File: src/rtl/mem_read_arbiter_pkg.sv
// Shared switch definitions: default port count, block geometry and the port index type
// used by the read/write arbiters and the address learn table.
package mem_read_arbiter_pkg;

    localparam int DEF_NUM_PORTS  = 4;
    localparam int DEF_ADDR_W     = 10;
    localparam int DEF_BLOCK_BITS = 512;
    localparam int DEF_RD_LATENCY = 1;

    typedef logic [$clog2(DEF_NUM_PORTS)-1:0] port_idx_t;

endpackage

File: src/rtl/mem_read_arbiter_if.sv
// Per-port egress read bus: requests and addresses in, grants and returned data out.
interface mem_read_arbiter_if
    import mem_read_arbiter_pkg::*;
#(
    parameter int NUM_PORTS  = DEF_NUM_PORTS,
    parameter int ADDR_W     = DEF_ADDR_W,
    parameter int BLOCK_BITS = DEF_BLOCK_BITS
);

    logic [NUM_PORTS-1:0]             rd_req_i;
    logic [NUM_PORTS-1:0][ADDR_W-1:0] rd_addr_i;
    logic [NUM_PORTS-1:0]             rd_free_i;
    logic [NUM_PORTS-1:0]             rd_gnt_o;
    logic [NUM_PORTS-1:0]             rd_valid_o;
    logic [BLOCK_BITS-1:0]            rd_data_o;

    modport master (
        output rd_req_i, rd_addr_i, rd_free_i,
        input  rd_gnt_o, rd_valid_o, rd_data_o
    );

    modport slave (
        input  rd_req_i, rd_addr_i, rd_free_i,
        output rd_gnt_o, rd_valid_o, rd_data_o
    );

endinterface

File: src/rtl/mem_read_arbiter_rr_arbiter.sv
// Work-conserving round-robin arbiter: one-hot grant plus index, priority pointer
// advances past the winner whenever a grant is issued.
module rr_arbiter #(
    parameter int N = 4
) (
    input  logic                 clk,
    input  logic                 rst,
    input  logic                 en_i,
    input  logic [N-1:0]         req_i,
    output logic [N-1:0]         gnt_o,
    output logic [$clog2(N)-1:0] idx_o,
    output logic                 any_o
);

    localparam int IDX_W = $clog2(N);

    logic [IDX_W-1:0] prio_q;
    logic [IDX_W-1:0] prio_d;
    logic [IDX_W-1:0] cand;

    always_comb begin
        gnt_o  = '0;
        idx_o  = '0;
        any_o  = 1'b0;
        cand   = '0;
        // N is a power of two, so the candidate index wraps by plain truncation
        for (int k = 0; k < N; k++) begin
            cand = prio_q + IDX_W'(k);
            if (en_i && !any_o && req_i[cand]) begin
                any_o = 1'b1;
                idx_o = cand;
            end
        end
        if (any_o) begin
            gnt_o[idx_o] = 1'b1;
        end
        prio_d = any_o ? idx_o + 1'b1 : prio_q;
    end

    always_ff @(posedge clk) begin
        if (rst) begin
            prio_q <= '0;
        end else begin
            prio_q <= prio_d;
        end
    end

endmodule

File: src/rtl/mem_read_arbiter.sv
// Egress read arbiter: round-robin access to the packet-buffer read port, per-port
// return tagging across the memory latency, and registered block release to the free list.
module mem_read_arbiter
    import mem_read_arbiter_pkg::*;
#(
    parameter int NUM_PORTS  = DEF_NUM_PORTS,
    parameter int ADDR_W     = DEF_ADDR_W,
    parameter int BLOCK_BITS = DEF_BLOCK_BITS,
    parameter int RD_LATENCY = DEF_RD_LATENCY
) (
    input  logic                  clk,
    input  logic                  rst,
    mem_read_arbiter_if.slave     rd_bus,
    output logic                  mem_re_o,
    output logic [ADDR_W-1:0]     mem_raddr_o,
    input  logic [BLOCK_BITS-1:0] mem_rdata_i,
    output logic                  fl_free_o,
    output logic [ADDR_W-1:0]     fl_free_block_idx_o
);

    localparam int IDX_W = $clog2(NUM_PORTS);

    typedef struct packed {
        logic             vld;
        logic [IDX_W-1:0] port;
    } tag_t;

    logic [NUM_PORTS-1:0] gnt_vec;
    logic [IDX_W-1:0]     gnt_idx;
    logic                 gnt_any;

    // Arbitration is disabled during reset so no grant or memory read escapes it
    rr_arbiter #(.N(NUM_PORTS)) u_rr_arbiter (
        .clk   (clk),
        .rst   (rst),
        .en_i  (!rst),
        .req_i (rd_bus.rd_req_i),
        .gnt_o (gnt_vec),
        .idx_o (gnt_idx),
        .any_o (gnt_any)
    );

    assign rd_bus.rd_gnt_o = gnt_vec;
    assign mem_re_o        = gnt_any;
    assign mem_raddr_o     = gnt_any ? rd_bus.rd_addr_i[gnt_idx] : '0;

    tag_t tag_q [RD_LATENCY];
    tag_t tag_d [RD_LATENCY];

    always_comb begin
        tag_d[0] = tag_t'{vld: gnt_any, port: gnt_idx};
        for (int s = 1; s < RD_LATENCY; s++) begin
            tag_d[s] = tag_q[s-1];
        end
    end

    always_ff @(posedge clk) begin
        for (int s = 0; s < RD_LATENCY; s++) begin
            if (rst) begin
                tag_q[s] <= '0;
            end else begin
                tag_q[s] <= tag_d[s];
            end
        end
    end

    tag_t ret_tag;
    assign ret_tag          = tag_q[RD_LATENCY-1];
    assign rd_bus.rd_data_o = ret_tag.vld ? mem_rdata_i : '0;

    generate
        for (genvar gi = 0; gi < NUM_PORTS; gi++) begin : g_valid
            assign rd_bus.rd_valid_o[gi] = ret_tag.vld && (ret_tag.port == IDX_W'(gi));
        end
    endgenerate

    logic              fl_free_q;
    logic              fl_free_d;
    logic [ADDR_W-1:0] fl_idx_q;
    logic [ADDR_W-1:0] fl_idx_d;

    always_comb begin
        fl_free_d = gnt_any && rd_bus.rd_free_i[gnt_idx];
        fl_idx_d  = gnt_any ? rd_bus.rd_addr_i[gnt_idx] : fl_idx_q;
    end

    always_ff @(posedge clk) begin
        if (rst) begin
            fl_free_q <= 1'b0;
            fl_idx_q  <= '0;
        end else begin
            fl_free_q <= fl_free_d;
            fl_idx_q  <= fl_idx_d;
        end
    end

    assign fl_free_o           = fl_free_q;
    assign fl_free_block_idx_o = fl_idx_q;

endmodule
File: src/flat_wrapper.sv
// flat-port wrapper written by rule: the top's interface ports become plain ports
module mem_read_arbiter_flat import mem_read_arbiter_pkg::*;
#(
    parameter int NUM_PORTS  = DEF_NUM_PORTS,
    parameter int ADDR_W     = DEF_ADDR_W,
    parameter int BLOCK_BITS = DEF_BLOCK_BITS,
    parameter int RD_LATENCY = DEF_RD_LATENCY
)
  (clk, rst, mem_re_o, mem_raddr_o, mem_rdata_i, fl_free_o, fl_free_block_idx_o, rd_bus_rd_req_i, rd_bus_rd_addr_i, rd_bus_rd_free_i, rd_bus_rd_gnt_o, rd_bus_rd_valid_o, rd_bus_rd_data_o);
  mem_read_arbiter_if #(.NUM_PORTS(NUM_PORTS), .ADDR_W(ADDR_W), .BLOCK_BITS(BLOCK_BITS)) rd_bus_i ();
  input  logic clk;
  input  logic rst;
  output logic mem_re_o;
  output logic [ADDR_W-1:0] mem_raddr_o;
  input  logic [BLOCK_BITS-1:0] mem_rdata_i;
  output logic fl_free_o;
  output logic [ADDR_W-1:0] fl_free_block_idx_o;
  input wire logic [$bits(rd_bus_i.rd_req_i)-1:0] rd_bus_rd_req_i;
  input wire logic [$bits(rd_bus_i.rd_addr_i)-1:0] rd_bus_rd_addr_i;
  input wire logic [$bits(rd_bus_i.rd_free_i)-1:0] rd_bus_rd_free_i;
  output wire logic [$bits(rd_bus_i.rd_gnt_o)-1:0] rd_bus_rd_gnt_o;
  output wire logic [$bits(rd_bus_i.rd_valid_o)-1:0] rd_bus_rd_valid_o;
  output wire logic [$bits(rd_bus_i.rd_data_o)-1:0] rd_bus_rd_data_o;
  assign rd_bus_i.rd_req_i = rd_bus_rd_req_i;
  assign rd_bus_i.rd_addr_i = rd_bus_rd_addr_i;
  assign rd_bus_i.rd_free_i = rd_bus_rd_free_i;
  assign rd_bus_rd_gnt_o = rd_bus_i.rd_gnt_o;
  assign rd_bus_rd_valid_o = rd_bus_i.rd_valid_o;
  assign rd_bus_rd_data_o = rd_bus_i.rd_data_o;
  mem_read_arbiter #(.NUM_PORTS(NUM_PORTS), .ADDR_W(ADDR_W), .BLOCK_BITS(BLOCK_BITS), .RD_LATENCY(RD_LATENCY)) u_core (.clk(clk), .rst(rst), .rd_bus(rd_bus_i), .mem_re_o(mem_re_o), .mem_raddr_o(mem_raddr_o), .mem_rdata_i(mem_rdata_i), .fl_free_o(fl_free_o), .fl_free_block_idx_o(fl_free_block_idx_o));
endmodule
File: config.mk
export PLATFORM = sky130hd
export DESIGN_NAME = mem_read_arbiter_flat
export DESIGN_NICKNAME = d
export VERILOG_FILES = /design/src/rtl/mem_read_arbiter_pkg.sv /design/src/rtl/mem_read_arbiter_if.sv /design/src/rtl/mem_read_arbiter_rr_arbiter.sv /design/src/rtl/mem_read_arbiter.sv /design/src/flat_wrapper.sv
export SDC_FILE = /design/constraint.sdc
export NUM_CORES = 1
export LEC_CHECK = 0
export BUFFER_PORTS_ARGS = -buffer_cell sky130_fd_sc_hd__buf_2
export CORE_AREA = 2 2 429 431
export DETAILED_ROUTE_END_ITERATION = 8
export DIE_AREA = 0 0 431 433
export HOLD_SLACK_MARGIN = 0.05
export SLEW_MARGIN = 15
export SYNTH_ARGS = -nofsm -noshare
export SYNTH_HDL_FRONTEND = slang
export SYNTH_SLANG_ARGS = --single-unit
export TNS_END_PERCENT = 5
File: constraint.sdc
create_clock -name clk -period 3.8 [get_ports clk]
set_input_delay 0.76 -clock clk [delete_from_list [all_inputs] [get_ports clk]]
set_output_delay 0.76 -clock clk [all_outputs]
set_load 0.05 [all_outputs]
## Yosys cells after proc, flatten, opt, wreduce, memory -nomap -nowiden

Memory sizes are Yosys's and may differ from the RTL's.
Cells that the tools add are included.

- Add/subtract/negate cells: 4
- Multiply operators: 0
- Div/mod/pow operators: 0
- Order comparisons: 6
- Equal/unequal tests: 3
- Shift operators: 0
- Multiplexer cells: 30
- Bitwise operators: 0
- Reductions and logical operators: 19

Operators by type and width:

| cell | number |
|---|---|
| $mux 512 | 1 |
| $bmux 10 s2 | 1 |
| $mux 10 | 2 |
| $lt 2x3->1 const B | 5 |
| $mux 1 | 14 |
| $logic_and 1x1->1 | 13 |
| $bmux 1 s2 | 5 |
| $mux 2 | 4 |
| $add 2x1->2 const B | 2 |
| $add 2x2->2 const B | 2 |
| $eq 2x2->1 const B | 2 |
| $logic_not 1->1 | 4 |
| $mux 4 | 1 |
| $mux 3 | 1 |
| $reduce_or 3->1 | 1 |
| $demux 1 s2 | 1 |
| $eq 2x1->1 const B | 1 |
| $ge 2x1->1 const B | 1 |
| $logic_not 2->1 | 1 |

- Register bits: 13
- Latch bits: 0
- RAM bits: 3
- Bits in read-only memories: 0
- Bits of input ports: 562
- Word-level logic and storage cells: 66
- Memories: 1

Memory list:

| name | depth | width | read ports | clocked after Yosys merged registers in | write ports | RTL line | RTL |
|---|---|---|---|---|---|---|---|
| u_core.tag_q | 1 | 3 | 1 | 0 | 1 | mem_read_arbiter.sv:47 | `tag_t tag_q [RD_LATENCY];` |

## Logic depth before layout (Yosys ltp)

Gate-level depths: netlist of the first run.

- Depth after elaboration: 21
- Depth in mapped cells: 10
- Mapped depth without buffers: 7

## Cells and area by module

From an unflattened synthesis of the first run, not the netlist that was laid out.

- Cells, all modules: 715
- Area, all modules: 4932.2 um2

By module, submodules not included:

| module | times used | cells each | area an instance (um2) | seq. area each (um2) |
|---|---|---|---|---|
| mem_read_arbiter | 1 | 666 | 4540.6 | 280.3 |
| rr_arbiter | 1 | 49 | 391.6 | 40.0 |

## Worst setup path before layout of the first run

OpenSTA, ideal clock, no wires.

- Kind: input to output
- Start: input rd_bus_rd_req_i[0]
- End: output mem_raddr_o[1]
- Arrival: 3309 ps
- Data required time: 3040 ps
- Slack: -269 ps
- Stages on the path: 9
- Path buffers: 3
- Path through: buf_6 mux4_2 o21ai_1 nand3_1 and2_4 buf_6 buf_12 mux2i_1 a211oi_1

- Longest elaborated chain between the ends: 19

Ends and longest elaborated chain:

| item | RTL line | RTL |
|---|---|---|
| start: declaration | flat_wrapper.sv:18 | `input wire logic [$bits(rd_bus_i.rd_req_i)-1:0] rd_bus_rd_req_i;` |
| $bmux 1 s2 | mem_read_arbiter_rr_arbiter.sv:29 | `if (en_i && !any_o && req_i[cand]) begin` |
| $mux 1 (implied by the code) | mem_read_arbiter_rr_arbiter.sv:29 |  |
| $logic_and 1x1->1 | mem_read_arbiter_rr_arbiter.sv:29 |  |
| $mux 1 | mem_read_arbiter_rr_arbiter.sv:29 |  |
| $logic_not 1->1 | mem_read_arbiter_rr_arbiter.sv:29 |  |
| $logic_and 1x1->1 (2 in series) | mem_read_arbiter_rr_arbiter.sv:29 |  |
| $mux 1 | mem_read_arbiter_rr_arbiter.sv:29 |  |
| $logic_not 1->1 | mem_read_arbiter_rr_arbiter.sv:29 |  |
| $logic_and 1x1->1 (2 in series) | mem_read_arbiter_rr_arbiter.sv:29 |  |
| $mux 1 | mem_read_arbiter_rr_arbiter.sv:29 |  |
| $logic_not 1->1 | mem_read_arbiter_rr_arbiter.sv:29 |  |
| $logic_and 1x1->1 (2 in series) | mem_read_arbiter_rr_arbiter.sv:29 |  |
| $mux 2 * | mem_read_arbiter_rr_arbiter.sv:29 |  |
| net u_core.gnt_idx[1] | mem_read_arbiter.sv:29 | `logic [IDX_W-1:0] gnt_idx;` |
| $bmux 10 s2 * | mem_read_arbiter.sv:45 | `assign mem_raddr_o = gnt_any ? rd_bus.rd_addr_i[gnt_idx] : '0;` |
| $mux 10 (implied by the code) * | mem_read_arbiter.sv:45 |  |
| $mux 10 * | mem_read_arbiter.sv:45 |  |
| end: declaration | flat_wrapper.sv:14 | `output logic [ADDR_W-1:0] mem_raddr_o;` |

Mark *: on every way through the listed nets, which the timed path passes. The rest lies on a longest branch. The select of a mux whose other input is x is not followed.

## Final worst setup path of the first run

- Start: input rd_bus_rd_req_i[0]
- End: output mem_raddr_o[0]

- Longest elaborated chain between the ends: 19

Ends and longest elaborated chain:

| item | RTL line |
|---|---|
| $bmux 1 s2 | mem_read_arbiter_rr_arbiter.sv:29 |
| $mux 1 (implied by the code) | mem_read_arbiter_rr_arbiter.sv:29 |
| $logic_and 1x1->1 | mem_read_arbiter_rr_arbiter.sv:29 |
| $mux 1 | mem_read_arbiter_rr_arbiter.sv:29 |
| $logic_not 1->1 | mem_read_arbiter_rr_arbiter.sv:29 |
| $logic_and 1x1->1 (2 in series) | mem_read_arbiter_rr_arbiter.sv:29 |
| $mux 1 | mem_read_arbiter_rr_arbiter.sv:29 |
| $logic_not 1->1 | mem_read_arbiter_rr_arbiter.sv:29 |
| $logic_and 1x1->1 (2 in series) | mem_read_arbiter_rr_arbiter.sv:29 |
| $mux 1 | mem_read_arbiter_rr_arbiter.sv:29 |
| $logic_not 1->1 | mem_read_arbiter_rr_arbiter.sv:29 |
| $logic_and 1x1->1 (2 in series) | mem_read_arbiter_rr_arbiter.sv:29 |
| $mux 2 | mem_read_arbiter_rr_arbiter.sv:29 |
| $bmux 10 s2 | mem_read_arbiter.sv:45 |
| $mux 10 (implied by the code) | mem_read_arbiter.sv:45 |
| $mux 10 * | mem_read_arbiter.sv:45 |

Mark *: on every way between the ends. The rest lies on a longest branch, timed or not. The select of a mux whose other input is x is not followed.

==> qor.yml, run 1 <==
status: "complete, no violations"
rsz0062_at_grt: "false"
num_vias: 11300
async_reset_ff_share_pct: 0
cp.arrival_ns: 2.91
cts_root_buf: "clkbuf_16"
post-route-drc-count: 0
grt_pass1_vias: 9574
final_cells: 4199
holdCritPathClass: "reg -> reg"
postSynthNetCount: 1295
p_sw_share_pct: 70.9
timing.hold.ws_ns: 0.541
die_height_um: 433
worstPathRequired_ns: 3.04
row_count: 157
r2r_setup_slack_ns: 1.50
clockPowerShare_pct: 8.3
crit_path_max_fanout: 14
worstSkewPairLatency_ns: 0.30
combPwrFrac_pct: 85.8
gr-usage-met2_pct: 35.2
path_cells: "buf_2 -> mux4_2 -> o211ai_2 -> o211a_4 -> and2_4 -> mux2i_1 -> a211oi_1 -> buf_12"
synth-edff-count: 0
place_area_um2: 13300
die-area_um2: 187000
cts_buffers: 3
synthCells: 729
clockBufferDepth: 2
drive_gt1_share_pct: 63.7
power.density_nw_per_um2: 257
clock.fmax_mhz: 273
post-route-period-util_pct: 96.6
finalCriticalPeriod_ns: 3.67
switching_power_mw: 2.45
slew_headroom_pct: 61.9
tritoncts: "yes"
dp_hpwl_um: 182000
seqPwrFrac_pct: 5.9
design_area_um2: 13500
vias_per_cell: 2.70
ys.warnings.count: 0
ys_ff_latch: 16
crit_type: "in -> out"
ys_seq_area_share_pct: 6.70
core-area_um2: 182000
htreeDepth: 1
fin_ws_ns: 0.131
cts-hold-fix-buffers: 0
power_leakage_nw: 6.83
grt_max_degree: 131
grt_overflow: 0
synth_top_family_by_area: "simple AND/OR/NAND/NOR gates"
clock-sinks: 16
pre_cts_slack_ns: 0.112
final_max_slew_viol_count: 0
ys.flop_type: "dfxtp_1"
drt_iter0_drc: 820
top_level_ports: 1104
final_util_pct: 7.39
yosysUniqueCellTypes: 37
die_x_um: 431
yosys.area_share.adder_pct: 1.05
syn_to_final_growth_pct: 182
finalHoldViolCount: 0
gr-usage-all-layers_pct: 19.4
vdd_drop_max_mv: 0.118
skew_ns: 0.0171
grtUsageMet1_pct: 17.2
floorplan.initialDensity_pct: 2.62
portBuffers: 1103
setup_viol: 0
worst_pin_slew_ns: 0.576
crit_path_top_delay_cell: "mux4_2"
cpPeakStageDelay_ns: 0.50
maxCapViolations: 0
clkTransAtPathRegs_ns: 0.07
grt_pass1_wl_um: 208000
wl_per_cell_um: 45.1
dr.pass1.iters: 7
avgSynthCellArea_um2: 6.56
synth.area.mux_share_pct: 3.25
synth-simple-area-share_pct: 72.5
grt_antenna_before_repair: 351
place.gp.congestion: 0.966
top_usage_layer: "met2"
synth_xor_area_share_pct: 0
synth_compound_area_share_pct: 9.06
worstSetupEndpointType: "output pin"
syn_area_um2: 4780
crit_path_start_kind: "primary input"
gr-usage-met3_pct: 14.7
postRouteAntennaNets: 0
dp_cells: 4154
fillers: 21500
internal-power_mw: 1.01
routed_wl_um: 189000
fin_nets: 2340
synth_stat cells, drive strengths merged, types with 2 or more instances:
library cell,n,area share [%]
a211oi,11,1.7
a21boi,10,1.6
a21oi,4,0.42
a311oi,10,1.8
and2,519,68
and3,11,1.4
buf,8,1.5
clkbuf,67,5.3
dfxtp,16,6.7
ha,4,1.0
inv,6,0.47
mux2i,11,2.3
mux4,2,0.94
nand2,5,0.39
nand2b,2,0.26
nor2,5,0.39
nor3,10,1.0
nor3b,3,0.47
o21ai,5,0.52
o32ai,10,1.8
metal layers:
metal	vias to the layer above	wire length, µm
met3	638	32600
met5	-	824
li1	4431	-
met1	4827	56100
met2	1307	94000
met4	134	5620
cells by family (layout without fill, tap and decap cells):
kind of cell,Yosys count,after routing
AO/OA/AOI/OAI,55,55
adder cells (fa/ha/maj),4,4
buffers and inverters,82,1126
flip-flops,16,16
multiplexers,13,13
other,0,41
AND/OR/NAND/NOR,559,559
through the flow:
stage / power [mW] / setup TNS [ns]
floorplan: 1.79 / -2.15
global placement: 3.19 / 0
detailed placement: 3.21 / 0
CTS: 3.51 / 0
global route: 3.58 / 0
finish: 3.46 / 0
power by group through the flow:
| stage | Clock [mW] | Combinational, mW | Sequential [mW] |
|---|---|---|---|
| final | 0.287 | 2.97 | 0.205 |
| after global routing | 0.292 | 3.08 | 0.209 |
| after floorplan | 0 | 1.56 | 0.236 |
| after detailed placement | 0 | 3.00 | 0.209 |
| after CTS | 0.295 | 3.01 | 0.205 |
| after global placement | 0 | 2.99 | 0.208 |
flip-flops by register name, summed over array words and instances, names as in the netlist:
register                    flops
u_core.fl_free_block_idx_o     10
u_core.fl_free_o                1
u_core.tag_q                    3
u_core.u_rr_arbiter.prio_q      2
final timing paths:
check / start / to / depth (start not counted)
worst min-delay path: u_core.fl_free_block_idx_o[7] / u_core.fl_free_block_idx_o[7] / 2
worst max register to register: u_core.u_rr_arbiter.prio_q[1] / u_core.fl_free_block_idx_o[6] / 7
worst min register to register: u_core.fl_free_block_idx_o[7] / u_core.fl_free_block_idx_o[7] / 2
worst max-delay path: rd_bus_rd_req_i[0] / mem_raddr_o[0] / 8
critical path: cells and delay by family:
kind            cells  cell delay [ns]
compound gates      3             0.73
simple gates        1             0.37
buf+inv             2             0.38
mux                 2             0.66
layout by cell type (no fill, tap or decap), drive strengths merged:
| cell | count |
|---|---|
| buf | 1115 |
| and2 | 519 |
| diode | 41 |
| dfxtp | 16 |
| mux2i | 11 |
| and3 | 11 |
| a211oi | 11 |
| nor3 | 10 |
| o32ai | 10 |
| a311oi | 10 |
| a21boi | 10 |
| inv | 6 |
| nor2 | 5 |
| nand2 | 5 |
| o21ai | 5 |
| a21oi | 4 |
| ha | 4 |
| clkbuf | 4 |
| nor3b | 3 |
| nand2b | 2 |
| mux4 | 2 |
| a21o | 1 |
| clkinv | 1 |
| nor2b | 1 |
| nor4 | 1 |
| a211o | 1 |
| a41oi | 1 |
| o211ai | 1 |
| o211a | 1 |
| nand3 | 1 |
| and3b | 1 |
timing repair:
action	CTS	global route
gates resized for setup	0	3
setup buffers	0	0
setup endpoints to repair	0	7
area by class of cell:
class	count	area [µm²]	share of cell area [%]
inverter	7	26.3	0.195
multi-input combinational	631	4120	30.6
tap	2385	2980	22.2
sequential	16	325	2.42
timing repair buffer	1115	5810	43.2
clock buffer	4	88.8	0.660
antenna	41	103	0.763
Note: power is estimated with default switching activity, not from simulation.
==> run 2: changes to the inputs <==
--- a/config.mk
+++ b/config.mk
@@ -6,10 +6,13 @@
 export NUM_CORES = 1
 export LEC_CHECK = 0
 export BUFFER_PORTS_ARGS = -buffer_cell sky130_fd_sc_hd__buf_2
-export CORE_AREA = 2 2 429 431
+export CELL_PAD_IN_SITES_DETAIL_PLACEMENT = 2
+export CELL_PAD_IN_SITES_GLOBAL_PLACEMENT = 2
+export CORE_AREA = 2 2 435 437
 export DETAILED_ROUTE_END_ITERATION = 8
-export DIE_AREA = 0 0 431 433
+export DIE_AREA = 0 0 437 439
 export HOLD_SLACK_MARGIN = 0.05
+export PLACE_DENSITY_LB_ADDON = 0.1
 export SLEW_MARGIN = 15
 export SYNTH_ARGS = -nofsm -noshare
 export SYNTH_HDL_FRONTEND = slang
==> constraint.sdc (replaced) <==
create_clock -name clk -period 3.9 [get_ports clk]
set_input_delay 0.78 -clock clk [delete_from_list [all_inputs] [get_ports clk]]
set_output_delay 0.78 -clock clk [all_outputs]
set_load 0.05 [all_outputs]
==> run 2 against run 1 <==
Routed wire length down 41%. Hold slack improved by 0.0034 ns. Cell count rose by 2.7%. Core utilization is essentially flat. Clock power is 13% lower.
==> qor.yml, run 2 (synthesized netlist as in run 1, its figures left out) <==
status: "complete, no violations"
pre_cts_slack_ns: -0.135  # -0.248 ns
slew_headroom_pct: 63.7  # +1.8 points
power_leakage_nw: 6.94  # +1.7%
cts_root_buf: "clkbuf_16"
p_sw_share_pct: 66.7  # -4.1 points
seqPwrFrac_pct: 6.7  # +0.8 points
path_depth: 10  # +2
final_util_pct: 7.36  # -0.033 points
final_cell_mix: "1091 x buf_2, 518 x and2_1, 29 x buf_4"
worst_pin_slew_ns: 0.545  # -0.0315 ns
cp.arrival_ns: 3.02  # +0.11 ns
post-route-period-util_pct: 97.3
cp_num_buf_inv: 4  # +2
skew_ns: 0.00462  # -0.0125 ns
startpoint: "rd_bus_rd_req_i[2]"
vias_per_cell: 2.32  # -14%
vdd_drop_max_mv: 0.122  # +3.7%
maxCapViolations: 0  # unchanged
die-area_um2: 192000  # +2.8%
worstSetupEndpointType: "output pin"
crit_path_top_delay_cell: "mux4_2"
fin_ws_ns: 0.104  # -0.0269 ns
top_level_ports: 1104  # unchanged
crit_path_start_kind: "primary input"
clockBufferDepth: 2  # unchanged
switching_power_mw: 2.04  # -17%
fillers: 22600  # +4.9%
holdCritPathClass: "reg -> reg"
fin_nets: 2362  # +0.94%
htreeDepth: 1  # unchanged
post_cts_buffers: 0  # unchanged
r2r_setup_slack_ns: 1.46  # -0.04 ns
finalHoldViolCount: 0  # unchanged
die_x_um: 437  # +1.4%
multiInputGateArea_um2: 4140  # +0.36%
place.gp.congestion: 0.867  # -10%
largest_reg_flops: 10  # unchanged
grt_pass1_vias: 10800  # +13%
final_common_cell: "buf_2"
clockPowerShare_pct: 8.2  # about the same
reg2reg_depth: 9  # +2
clkTransAtPathRegs_ns: 0.07  # about the same
core-area_um2: 187000  # +2.7%
clock.fmax_mhz: 263
die_height_um: 439  # +1.4%
finalCriticalPeriod_ns: 3.80
gr-usage-all-layers_pct: 11.0  # -8.4 points
wl_per_cell_um: 25.9  # -42%
grt_antenna_before_repair: 141  # -60%
combPwrFrac_pct: 85.1  # -0.7 points
seq_area_um2: 324  # -0.38%
dr.pass1.iters: 4  # -3
setup_viol: 0  # unchanged
routed_wl_um: 112000  # -41%
path_delay_family: "buffers and inverters"
tritoncts: "yes"
grt_max_degree: 100  # -24%
worstPathRequired_ns: 3.12  # +0.08 ns
row_count: 159  # +1.3%
final_max_slew_viol_count: 0  # unchanged
path_cells: "buf_2 -> mux4_2 -> buf_4 -> o211ai_2 -> o211a_4 -> and2_4 -> buf_4 -> mux2i_1 -> a211oi_1 -> clkbuf_4"
crit_path_max_fanout: 7  # -7
min_path_cells: 2  # unchanged
syn_to_final_growth_pct: 188
drt_iter0_drc: 300  # -63%
hold_start: "u_core.fl_free_block_idx_o[5]"
rsz0062_at_grt: "false"
crit_top_cell: "buf_4"
regToRegStartpoint: "u_core.u_rr_arbiter.prio_q[1]"
portBuffers: 1103  # unchanged
internal-power_mw: 1.02  # +0.60%
post-route-drc-count: 0  # unchanged
cpPeakStageDelay_ns: 0.48  # -0.02 ns
crit_type: "in -> out"
worstSkewPairLatency_ns: 0.26  # -0.04 ns
floorplan.initialDensity_pct: 2.56  # -0.069 points
power.density_nw_per_um2: 222  # -14%
postRouteAntennaNets: 0  # unchanged
clock-sinks: 16  # unchanged
num_vias: 10000  # -12%
drive_gt1_share_pct: 64.3  # +0.56 points
cts_buffers: 3  # unchanged
grt_pass1_wl_um: 135000  # -35%
grt_overflow: 0  # unchanged
dp_hpwl_um: 106000  # -42%
==> run 2: cell types whose count changed in the layout (fill, tap and decap cells not counted), sizes merged <==
cell / delta
buf: +21
clkbuf: +1
diode: -19
==> run 2: through the flow <==
step	TNS [ns]	std cells	instance area [µm²]	power, mW	hold WS [ns]
floorplan	-1.61	729	4780	1.75	0.637
global placement	-0.228	4286	13600	2.87	0.551
detailed placement	-0.232	4286	13600	2.86	0.538
CTS	0	4290	13700	3.13	0.547
global route	0	4299	13700	3.24	0.594
finish	0	4312	13800	3.05	0.544
==> run 2: cell type report <==
class,instances,area share (%)
Antenna cell,22,0.400
Clock buffer,4,0.646
Inverter,7,0.191
Multi-Input combinational cell,631,30.1
Sequential cell,16,2.36
Tap cell,2495,22.7
Timing Repair Buffer,1137,43.7
==> run 2: path summary, 6_finish.rpt <==
check	end
min	u_core.fl_free_block_idx_o[5]
max reg2reg	u_core.fl_free_o
min reg2reg	u_core.fl_free_block_idx_o[5]
max	mem_raddr_o[0]
==> run 2: repair_timing <==
item,CTS,global route
hold buffers,0,0
resized for setup,3,9
endpoints found under the hold margin,0,0
endpoints found under the setup margin,3,7
pin swaps,0,1
==> run 2: worst min-delay path, delay by kind of cell, from the launching register on <==
kind	cells	cell delay, ns
DFF	1	0.33
AOI/OAI and AO/OA	2	0.17
==> run 2: power by group through the flow <==
stage	Combinational, mW	Sequential (mW)	Clock (mW)
floorplan	1.52	0.230	0
global placement	2.65	0.212	0
detailed placement	2.65	0.213	0
CTS	2.66	0.209	0.260
global route	2.77	0.210	0.264
finish	2.60	0.205	0.249
==> run 2: per-layer routing <==
metal | up-vias | part of all wire [%] | track usage (%)
met2 | 778 | 48 | 18.7
li1 | 4432 | - | -
met5 | - | 0.051 | 0
met1 | 4569 | 35 | 11.2
met3 | 235 | 14 | 6.42
met4 | 8 | 3.6 | 3.23
==> run 3: changes to the inputs <==
--- a/config.mk
+++ b/config.mk
@@ -5,14 +5,16 @@
 export SDC_FILE = /design/constraint.sdc
 export NUM_CORES = 1
 export LEC_CHECK = 0
-export BUFFER_PORTS_ARGS = -buffer_cell sky130_fd_sc_hd__buf_2
+export ABC_AREA = 1
 export CELL_PAD_IN_SITES_DETAIL_PLACEMENT = 2
 export CELL_PAD_IN_SITES_GLOBAL_PLACEMENT = 2
-export CORE_AREA = 2 2 435 437
+export CORE_AREA = 2 2 431 433
 export DETAILED_ROUTE_END_ITERATION = 8
-export DIE_AREA = 0 0 437 439
+export DIE_AREA = 0 0 433 435
+export DONT_BUFFER_PORTS = 1
 export HOLD_SLACK_MARGIN = 0.05
 export PLACE_DENSITY_LB_ADDON = 0.1
+export REMOVE_ABC_BUFFERS = 1
 export SLEW_MARGIN = 15
 export SYNTH_ARGS = -nofsm -noshare
 export SYNTH_HDL_FRONTEND = slang
==> run 3 against run 2 <==
Final area fell by 35%. Combinational power rose to 3.8 times the previous value. Sequential power rose by 130%. Register-to-register slack got worse by 0.11 ns. Synthesized cell count rose by 86%. Sequential share of layout area rose by 1.3 points. Clock skew rose by 0.0062 ns. Setup slack improved by 0.33 ns. Largest power group unchanged. Highest routed layer unchanged.
==> qor.yml, run 3 <==
r2r_setup_slack_ns: 1.35  # -0.11 ns
timing.hold.ws_ns: 0.551  # +0.00673 ns
async_reset_ff_share_pct: 0  # unchanged
grt_max_degree: 134  # +34%
holdCritPathClass: "in -> reg"
rsz0062_at_grt: "false"
finalHoldViolCount: 0  # unchanged
m1WireLength_um: 28400  # -27%
crit_top_cell: "nand2_1"
routed_wl_um: 76300  # -32%
syn_area_um2: 5780  # +21%
tritoncts: "yes"
maxCapViolations: 0  # unchanged
clock-sinks: 16  # unchanged
final_max_slew_viol_count: 0  # unchanged
seq_area_um2: 325  # +0.39%
final_cell_mix: "582 x nand2_1, 566 x inv_1, 40 x nand3_1"
clockBufferDepth: 2  # unchanged
worst_pin_slew_ns: 0.852  # +0.308 ns
dr.pass1.iters: 4  # unchanged
reg2reg_depth: 12  # +3
ys.warnings.count: 0  # unchanged
design_area_um2: 8890  # -35%
top_level_ports: 1104  # unchanged
post-route-drc-count: 0  # unchanged
cp.arrival_ns: 2.69  # -0.33 ns
ys_ff_latch: 16  # unchanged
crit_path_max_fanout: 14  # +7
drt_iter0_drc: 409  # +36%
die_height_um: 435  # -0.91%
final_util_pct: 4.83  # -2.5 points
drive_gt1_share_pct: 6.02  # -58 points
min_path_cells: 1  # -1
avgSynthCellArea_um2: 4.26  # -35%
skew_ns: 0.0108  # +0.00621 ns
cts_root_buf: "clkbuf_16"
path_cells: "inv_4 -> nand2_1 -> nand2_1 -> nand2_1 -> nand2_1 -> nor2_2 -> nand3_2 -> nand3_2 -> nand3_1 -> nand2_1 -> nand2_2 -> inv_1"
grt_pass1_vias: 8047  # -26%
fillers: 22400  # -0.89%
fin_nets: 1880  # -20%
setup_tns_ns: 0  # unchanged
grt_antenna_before_repair: 43  # -70%
clkTransAtPathRegs_ns: 0.08  # about the same
path_delay_family: "simple AND/OR/NAND/NOR gates"
cts_buffers: 3  # unchanged
worstSkewPairLatency_ns: 0.28  # +0.02 ns
syn_to_final_growth_pct: 53.7
netlist.area_leader.share_pct: 37.8  # -30 points
worstReg2RegEnd: "u_core.u_rr_arbiter.prio_q[1]"
crit_path_top_delay_cell: "dfxtp_2"
cpPeakStageDelay_ns: 0.47  # about the same
grt_pass1_wl_um: 92700  # -32%
multiInputGateArea_um2: 2990  # -28%
status: "complete, no violations"
crit_path_start_kind: "flop"
wl_met2_um: 40400  # -25%
row_count: 158  # -0.63%
largest_reg_flops: 10  # unchanged
wl_met3_um: 6680  # -57%
synthCells: 1357  # +86%
ys.flop_type: "dfxtp_1"
worstSetupEndpointType: "output pin"
final_common_cell: "nand2_1"
power_leakage_nw: 6.10  # -12%
die_x_um: 433  # -0.92%
wl_per_cell_um: 20.1  # -23%
dp_hpwl_um: 70700  # -33%
hold_start: "rst"
num_vias: 7842  # -22%
slew_headroom_pct: 43.1  # -21 points
portBuffers: 0  # -100%
post-route-period-util_pct: 88.9  # -8.5 points
floorplan.initialDensity_pct: 3.14  # +0.59 points
vdd_drop_max_mv: 0.372  # +200%
netlist_top_cells_area: "nand2_1 38%, inv_1 37%, dfxtp_1 5.5%, clkbuf_1 3.8%, nand3_1 3.5%"
startpoint: "u_core.u_rr_arbiter.prio_q[0]"
postRouteAntennaNets: 0  # unchanged
clock.fmax_mhz: 288  # +9.5%
die-area_um2: 188000  # -1.8%
worstPathRequired_ns: 3.12  # about the same
synth-edff-count: 0  # unchanged
htreeDepth: 1  # unchanged
place_area_um2: 8780  # -35%
place.gp.congestion: 1.02  # +17%
finalCriticalPeriod_ns: 3.47  # -0.330 ns
crit_type: "reg -> out"
synth.most_common_cell: "nand2_1"
cp_num_buf_inv: 2  # -2
power.density_nw_per_um2: 1210  # +450%
core-area_um2: 184000  # -1.6%
min_to: "u_core.fl_free_block_idx_o[9]"
vias_per_cell: 2.06  # -11%
grt_overflow: 0  # unchanged
setup_viol: 0  # unchanged
yosysUniqueCellTypes: 28  # -24%
top_layer_used: "met5"
netlist_top_cells_count: "582 x nand2_1, 567 x inv_1, 58 x clkbuf_1"
yosysTopAreaCell: "nand2_1"
regToRegStartpoint: "u_core.u_rr_arbiter.prio_q[1]"
ys_seq_area_share_pct: 5.54  # -1.2 points
gr-usage-all-layers_pct: 7.50  # -3.5 points
[run 3: changes by cell type after synthesis, sizes merged, moves of 11 or more]
cell,before,now
nand3,1,45
and3,11,0
mux2i,11,0
and2,519,0
nand2,5,605
inv,6,570
[run 3: cells by family (layout without fill, tap and decap cells)]
| logic type | Yosys count | count (layout) | share of synthesized area, % |
|---|---|---|---|
| and+or+nand+nor | 679 | 679 | 48.1 |
| AOI/OAI and AO/OA | 18 | 18 | 2.36 |
| adders and majority gates | 4 | 4 | 0.865 |
| other | 0 | 8 | 0 |
| DFF | 16 | 16 | 5.54 |
| buffers and inverters | 640 | 596 | 43.1 |
[run 3: cell type report]
cell class                 count  share of cell area (%)
clock buffer                   4                   0.887
antenna                        8                   0.225
tap                         2480                    34.9
inverter                     570                    24.1
timing repair buffer          22                    2.56
multi-input combinational    701                    33.6
sequential                    16                    3.66
[run 3: worst max path at each step]
stage	slack, ns	end	cells after the start
2_1_floorplan	-7.39	rd_bus_rd_valid_o[1]	2
5_1_grt	0.14	mem_raddr_o[8]	13
6_report	0.43	mem_raddr_o[7]	12
3_5_place_dp	0.45	mem_raddr_o[7]	13
4_1_cts	0.15	mem_raddr_o[7]	12
3_3_place_gp	0.42	mem_raddr_o[7]	13
[run 3: repair_timing]
action | CTS | global route
hold buffers | 0 | 0
resized for setup | 0 | 2
setup endpoints to repair | 0 | 3
setup buffers | 0 | 0
[run 3: routing by layer]
layer,vias to the layer above,global-route usage [%]
li1,3446,-
met1,3752,8.20
met2,565,14.4
met3,67,2.42
met4,12,0.541
met5,-,0
[run 3: power breakdown]
group / switching, mW / leakage [nW] / total [mW] / internal [mW]
sequential: 0.233 / 0.134 / 0.468 / 0.235
clock: 0.115 / 0.0382 / 0.256 / 0.141
combinational: 9.04 / 5.93 / 10.0 / 0.999
[run 3: per-stage QoR]
stage	worst slack [ns]	power, mW	instances
3_5_place_dp	0.449	10.8	3789
4_1_cts	0.148	11.0	3793
5_1_grt	0.140	11.4	3796
6_report	0.434	10.8	3801
3_3_place_gp	0.425	10.8	3789
2_1_floorplan	-7.39	6.34	1287
